==> src/rtl/ex1_pkg.sv <==
// ex1_pkg: shared constants for the even up/down counter
package ex1_pkg;
  localparam logic [3:0] STEP = 4'd2;
  localparam logic [3:0] MAX_EVEN = 4'b1110;
endpackage

==> src/rtl/ex1_t_ff.sv <==
// t_ff: T flip-flop with synchronous active-high reset
module t_ff (
  input  logic clk,
  input  logic reset,
  input  logic T,
  output logic Q
);
  always_ff @(posedge clk) Q <= reset ? 1'b0 : Q ^ T;
endmodule

==> src/rtl/ex1.sv <==
// ex1: 4-bit even up/down counter built from T flip-flops and gate-level toggle logic
module ex1
  import ex1_pkg::*;
(
  output logic Q3,
  output logic Q2,
  output logic Q1,
  output logic Q0,
  input  logic Y,
  input  logic reset,
  input  logic clk
);
  logic ny, nq1, nq2, up2, dn2, up3, dn3, t2, t3;
  not g_ny (ny, Y);
  not g_nq1 (nq1, Q1);
  not g_nq2 (nq2, Q2);
  and g_up2 (up2, Y, Q1);
  and g_dn2 (dn2, ny, nq1);
  or  g_t2 (t2, up2, dn2);
  and g_up3 (up3, Y, Q1, Q2);
  and g_dn3 (dn3, ny, nq1, nq2);
  or  g_t3 (t3, up3, dn3);
  t_ff u_ff0 (.clk(clk), .reset(reset), .T(1'b0), .Q(Q0));
  t_ff u_ff1 (.clk(clk), .reset(reset), .T(1'b1), .Q(Q1));
  t_ff u_ff2 (.clk(clk), .reset(reset), .T(t2), .Q(Q2));
  t_ff u_ff3 (.clk(clk), .reset(reset), .T(t3), .Q(Q3));
endmodule

==> config.mk <==
export PLATFORM = sky130hd
export DESIGN_NAME = ex1
export DESIGN_NICKNAME = d
export VERILOG_FILES = /design/src/rtl/ex1_pkg.sv /design/src/rtl/ex1_t_ff.sv /design/src/rtl/ex1.sv
export SDC_FILE = /design/constraint.sdc
export NUM_CORES = 1
export LEC_CHECK = 0
export ABC_CLOCK_PERIOD_IN_PS = 1500
export BUFFER_PORTS_ARGS = -buffer_cell sky130_fd_sc_hd__buf_2
export CAP_MARGIN = 40
export CORE_AREA = 2 2 39 41
export CTS_CLUSTER_SIZE = 28
export DETAILED_ROUTE_END_ITERATION = 10
export DIE_AREA = 0 0 41 43
export SLEW_MARGIN = 20
export SYNTH_ARGS = -nofsm -noshare
export SYNTH_HDL_FRONTEND = slang
export SYNTH_SLANG_ARGS = --single-unit
==> constraint.sdc <==
create_clock -name clk -period 1.5 [get_ports clk]
set_clock_uncertainty 0.05 [all_clocks]
set_input_delay 0.3 -clock clk [delete_from_list [all_inputs] [get_ports clk]]
set_output_delay 0.3 -clock clk [all_outputs]
set_load 0.01 [all_outputs]
==> results of run 1 <==
through the flow:
| step | util, % | instances | instance area (um^2) | worst slack, ns | hold WS (ns) |
|---|---|---|---|---|---|
| after floorplan | - | 16 | 151 | 0.263 | 0.317 |
| after global placement | 13.7 | 36 | 189 | 0.218 | 0.395 |
| after detailed placement | 13.7 | 36 | 189 | 0.200 | 0.406 |
| after CTS | 15.6 | 40 | 215 | 0.217 | 0.202 |
| after global routing | 15.6 | 40 | 215 | 0.154 | 0.216 |
| final | 15.6 | 40 | 215 | 0.222 | 0.217 |
layout by cell type (no fill, tap or decap):
cell type and count:
buf_2 5, clkbuf_1 1, clkbuf_4 3, conb_1 1, dfxtp_1 3, ha_1 2
inv_1 2, mux2_2 1, mux2i_1 1, nor2_1 3, nor2b_1 1, xor2_1 1
cells by family (layout without fill, tap and decap cells):
kind of cell,Yosys count,count (layout)
XOR/XNOR,1,1
adder cells (fa/ha/maj),2,2
buffers and inverters,3,11
flip-flops,3,3
multiplexers,2,2
other,1,1
AND/OR/NAND/NOR,4,4
state kept, by name (all words and copies together), names as in the netlist:
register and count:
u_ff1.Q 1, u_ff3.Q 1, u_ff2.Q 1
path summary, 6_finish.rpt:
check | endpoint | from | cells past startpoint | slack (ns)
hold / removal | u_ff1.Q | reset | 2 | 0.22
setup / recovery | u_ff3.Q | u_ff1.Q | 4 | 0.22
hold reg to reg | u_ff1.Q | u_ff1.Q | 1 | 0.41
setup reg to reg | u_ff3.Q | u_ff1.Q | 4 | 0.22
final cells by class:
cell class                      instances  share of cell area (%)
Multi-Input combinational cell         10                    35.5
Sequential cell                         3                    27.9
Clock buffer                            4                    12.2
Timing Repair Buffer                    5                    11.6
Tap cell                               16                    9.30
Inverter                                2                    3.49
worst register-to-register path, stage by stage (launching register included):
cell	delay, ns
dfxtp_1	0.36
inv_1	0.06
ha_1	0.17
mux2i_1	0.18
mux2_2	0.35
metal layers:
metal | part of all wire, % | vias to the layer above | track usage (%)
met5 | 0 | - | 0
met4 | 0 | 0 | 8.00
met3 | 12 | 0 | 3.14
met2 | 42 | 6 | 4.69
met1 | 45 | 45 | 4.49
li1 | - | 63 | -
power by group through the flow:
stage / sequential [uW] / clock, uW / combinational, uW
finish: 101 / 142 / 45.4
global route: 103 / 163 / 50.3
detailed placement: 102 / 0 / 45.2
global placement: 101 / 0 / 44.9
CTS: 102 / 154 / 46.2
floorplan: 106 / 0 / 25.0
==> results.md, run 1 <==
- Clock Sinks: 3
- CP startpoint kind: flip-flop
- Max incr delay on CP: 0.36 ns
- Most frequent cells after synthesis: dfxtp_1 (3), nor2_1 (3), ha_1 (2), inv_1 (2)
- Initial Util: 10.9%
- Synth warnings: 0
- DR pass1 iterations: 1
- Largest area contributor in the netlist: dfxtp_1
- Clk root buf: clkbuf_4
- Buf+Inv Stages, Crit Path: 1
- P_sw: 74.5 uW
- DRC viols: 0
- TNS Setup: 0 ns
- Hold Crit Class: primary input to flip-flop
- H-tree depth: 1
- Footprint of the multi-input gates: 76.3 um^2
- Synth area leaders: dfxtp_1 (40%), ha_1 (17%), mux2_2 (7.4%), nor2_1 (7.4%), mux2i_1 (6.6%)
- Die Wd: 41 um
- Final Setup Violations: 0
- Post-synthesis adder-cell area fraction: 16.5%
- Post-synthesis mux area share: 14.0%
- Reg area: 60.1 um^2
- # IOs: 7
- Layout filler cell count: 161
- GRT overflow: 0
- Delay-heaviest family, CP: multiplexers
- Clock slew at reported path FFs: 0.04 ns
- Final GP Congestion: 0.626
- Worst skew pair latency: 0.23 ns
- XOR/XNOR share of the synthesized area: 5.79%
- CP Cell Sequence: inv_1, ha_1, mux2i_1, mux2_2
- Power density over the cells: 1340 nW/um^2
- Cts repair resizes: 0
- Clock power frac: 49.3%
- Prevailing post-synth register cell: dfxtp_1
- ANT nets after route: 0
- Post-synth EDFFs: 0
- Fin crit share: 85.2%
- Post-synth cell types: 10
- Max Cap Viol: 0
- Synthesized flop and latch total: 3
- CTS Hold Bufs: 0
- Vias: 114
- Row Count: 14
- Seq/Total Area, Yosys: 39.7%
- Die area: 1760 um^2
- Avg Inst Size Synth: 9.46 um^2
- Post-layout minimum cycle time: 1.28 ns
- Die Y: 43 um
- Int Power: 215 uW
- Clock buffer count from CTS: 3
- VDD IR max: 0.272 mV
- Tot GR Track Use: 4.71%
- Simple-gate share of the synthesized area: 11.6%
- Slowest stage cell, crit path: dfxtp_1
- IO buf count: 5
- Clock tree buffer depth: 2
- Switching Share: 25.8%
- Largest net degree at the start of global routing: 5
- Tot Pwr: 289 uW
- WP data arrival: 1.35 ns
- F_max: 782 MHz
- Vias per cell: 2.85
- Seq pwr share: 35.0%
- Status: finished clean
- Syn Std Cell Area: 151 um^2
- Avg WL per Cell: 7.23 um
- Post CTS Setup Buffer Count: 0
- Main combinational cell family by area after synthesis: adder cells
- Crit path kind: flip-flop to flip-flop
- ANT cells: 0
- Area grow syn2layout: 42.1%
- Synth Area in Compound Gates: 0%
- Core Region: 1380 um^2
- Initial antenna violation count: 0
- Routed WL: 289 um
- Fin. Hold Viols: 0
- Comb power frac: 15.7%
- Iter 0 DRT Violations: 0
- Vias in the first global route: 111
- RSZ-0062 raised after global routing: false
- First-pass GRT wire length: 434 um
- Post-synth ARST share: 0%
- Final Slew Violations: 0
- Crit-path max FO: 4
- TritonCTS clock tree: yes
- Syn nets: 21
- Share of the synthesized area in the top cell type: 39.7%
- Required time of the critical path: 1.57 ns
- Cells after Synth: 16
- Critical Path Sink Type: flip-flop
- Leakage: 0.000112 uW
- Layout cell share with drive strength beyond 1: 37.5%
- Layout Nets: 30
Power figures use the tool's default switching activity.
==> run 2, diff against run 1 <==
--- a/config.mk
+++ b/config.mk
@@ -5,13 +5,14 @@
 export SDC_FILE = /design/constraint.sdc
 export NUM_CORES = 1
 export LEC_CHECK = 0
-export ABC_CLOCK_PERIOD_IN_PS = 1500
+export ABC_CLOCK_PERIOD_IN_PS = 1300
 export BUFFER_PORTS_ARGS = -buffer_cell sky130_fd_sc_hd__buf_2
 export CAP_MARGIN = 40
 export CORE_AREA = 2 2 39 41
 export CTS_CLUSTER_SIZE = 28
 export DETAILED_ROUTE_END_ITERATION = 10
 export DIE_AREA = 0 0 41 43
+export RECOVER_POWER = 100
 export SLEW_MARGIN = 20
 export SYNTH_ARGS = -nofsm -noshare
 export SYNTH_HDL_FRONTEND = slang
==> constraint.sdc (replaced) <==
create_clock -name clk -period 1.3 [get_ports clk]
set_clock_uncertainty 0.05 [all_clocks]
set_input_delay 0.26 -clock clk [delete_from_list [all_inputs] [get_ports clk]]
set_output_delay 0.26 -clock clk [all_outputs]
set_load 0.01 [all_outputs]
==> run 2 against run 1 <==
  * Sequential power rose by 16%
  * Fmax rose by 5.0%
  * Worst hold slack got worse by 0.051 ns
  * Combinational power rose by 16%
  * Non-clock buffer count did not move
  * Core utilization rose by 0.27 points
  * First-iteration DRC count did not move
  * Critical path depth did not move
  * Register-to-register slack got worse by 0.14 ns
  * Critical path type unchanged
==> results.md, run 2 (same netlist as run 1, synthesis figures left out) <==
- Status: finished clean
- Post CTS Setup Buffer Count: 0 (unchanged)
- Layout cell share with drive strength beyond 1: 37.5% (unchanged)
- H-tree depth: 1 (unchanged)
- Top flop regs: u_ff1.Q: 1 flops, u_ff2.Q: 1 flops, u_ff3.Q: 1 flops
- Final Slew Violations: 0 (unchanged)
- Largest net degree at the start of global routing: 5 (unchanged)
- Worst skew pair latency: 0.23 ns (about the same)
- CP startpoint kind: flip-flop
- Max Cap Viol: 0 (unchanged)
- Leakage: 0.000101 uW (-10%)
- Post-layout minimum cycle time: 1.22 ns (-0.0612 ns)
- Routed WL: 256 um (-11%)
- Iter 0 DRT Violations: 0 (unchanged)
- WP data arrival: 1.28 ns (-0.07 ns)
- Clock tree buffer depth: 2 (unchanged)
- Layout Nets: 30 (unchanged)
- Worst-case reg-to-reg path depth: 4 (unchanged)
- TritonCTS clock tree: yes
- Required time of the critical path: 1.37 ns (-0.20 ns)
- Max incr delay on CP: 0.34 ns (-0.02 ns)
- RSZ-0062 raised after global routing: false
- Power density over the cells: 1520 nW/um^2 (+13%)
- R2R Path Start: u_ff1.Q
- F_max: 822 MHz (+5.0%)
- Clk root buf: clkbuf_4
- Die Wd: 41 um (unchanged)
- Fin. Hold Viols: 0 (unchanged)
- Vias in the first global route: 123 (+11%)
- Die Y: 43 um (unchanged)
- ANT nets after route: 0 (unchanged)
- First-pass GRT wire length: 434 um (unchanged)
- Crit. Startpoint: u_ff1.Q
- Final hold slack: 0.166 ns (-0.0509 ns)
- Critical Path Sink Type: flip-flop
- Reg2Reg Setup Slack: 0.08 ns (-0.14 ns)
- Hold Crit Depth: 2 (unchanged)
- Core Region: 1380 um^2 (unchanged)
- Area grow syn2layout: 44.6%
- TNS Setup: 0 ns (unchanged)
- Initial Util: 10.9% (unchanged)
- IO buf count: 5 (unchanged)
- Final Setup Violations: 0 (unchanged)
- Crit path to: u_ff3.Q
- Final GP Congestion: 0.616 (-1.5%)
- VDD IR max: 0.383 mV (+41%)
- ANT cells: 0 (unchanged)
- Clock Sinks: 3 (unchanged)
- Avg WL per Cell: 6.40 um (-11%)
- Crit-path max FO: 4 (unchanged)
- DRC viols: 0 (unchanged)
- Most common cell after layout, fill and taps aside: clkbuf_1
- CP Cell Sequence: inv_1, ha_2, mux2i_2, mux2_2
- Die area: 1760 um^2 (unchanged)
- Tot GR Track Use: 4.32% (-0.40 points)
- # IOs: 7 (unchanged)
- Post-route cell area: 219 um^2 (+1.7%)
- Initial antenna violation count: 0 (unchanged)
- Fin crit share: 93.6% (+8.4 points)
- Crit path kind: flip-flop to flip-flop
- Commonest cells after routing, fill and taps aside: clkbuf_1 (4), nor2_1 (3), clkbuf_4 (3)
- Vias: 119 (+4.4%)
- Clock buffer count from CTS: 3 (unchanged)
- Clock slew at reported path FFs: 0.04 ns (about the same)
- Hold Crit Class: primary input to flip-flop
- Worst R2R End: u_ff3.Q
- GRT overflow: 0 (unchanged)
- Layout filler cell count: 163 (+1.2%)
- DR pass1 iterations: 1 (unchanged)
- Row Count: 14 (unchanged)
- Slowest stage cell, crit path: dfxtp_2
- Vias per cell: 2.98 (+4.4%)
- Placed cell area: 189 um^2 (unchanged)
## run 2: critical path: cells and delay by family (launching register included)
family | cells | cell delay [ns]
mux | 2 | 0.50
buf+inv | 1 | 0.05
fa+ha+maj | 1 | 0.16
flops | 1 | 0.34
## run 2: cell type report
cell class,instances,area [um^2],share of cell area (%)
clock buffers,4,26.3,12.0
well taps,16,20.0,9.14
inverters,2,7.51,3.43
flip-flops and latches,3,61.3,28.0
multi-input cells,10,82.6,37.7
repair buffers,5,21.3,9.71
## run 2: timing repair
action                     4_1_cts  5_1_grt
gates resized for setup          0        3
setup endpoints to repair        0        1
hold buffers                     0        0
## run 2: worst min path at each step
stage,slack [ns],endpoint,from
floorplan,0.28,u_ff1.Q,reset
global route,0.17,u_ff1.Q,reset
CTS,0.16,u_ff1.Q,reset
finish,0.17,u_ff1.Q,reset
global placement,0.39,u_ff1.Q,u_ff1.Q
detailed placement,0.40,u_ff1.Q,u_ff1.Q
## run 2: per-layer routing
| layer | part of all wire [%] | vias up | track usage, % | wire [um] |
|---|---|---|---|---|
| li1 | - | 62 | - | - |
| met1 | 48 | 49 | 4.18 | 122 |
| met2 | 37 | 8 | 4.69 | 95 |
| met3 | 15 | 0 | 4.71 | 38 |
| met4 | 0 | 0 | 4.00 | 0 |
| met5 | 0 | - | 0 | 0 |
## run 2: where the power goes
part | leakage, uW | switching (uW) | internal [uW]
clock network | 0.0000150 | 47.1 | 115
logic | 0.0000606 | 25.0 | 27.7
registers | 0.0000252 | 11.4 | 106
## run 2: stage by stage
step	total power (uW)	instances	setup slack (ns)	utilization, %
2_1_floorplan	151	16	0.0629	-
3_3_place_gp	169	36	0.0501	13.7
3_5_place_dp	170	36	0.0181	13.7
4_1_cts	342	40	0.00933	15.6
5_1_grt	363	40	0.0107	15.8
6_report	332	40	0.0828	15.8
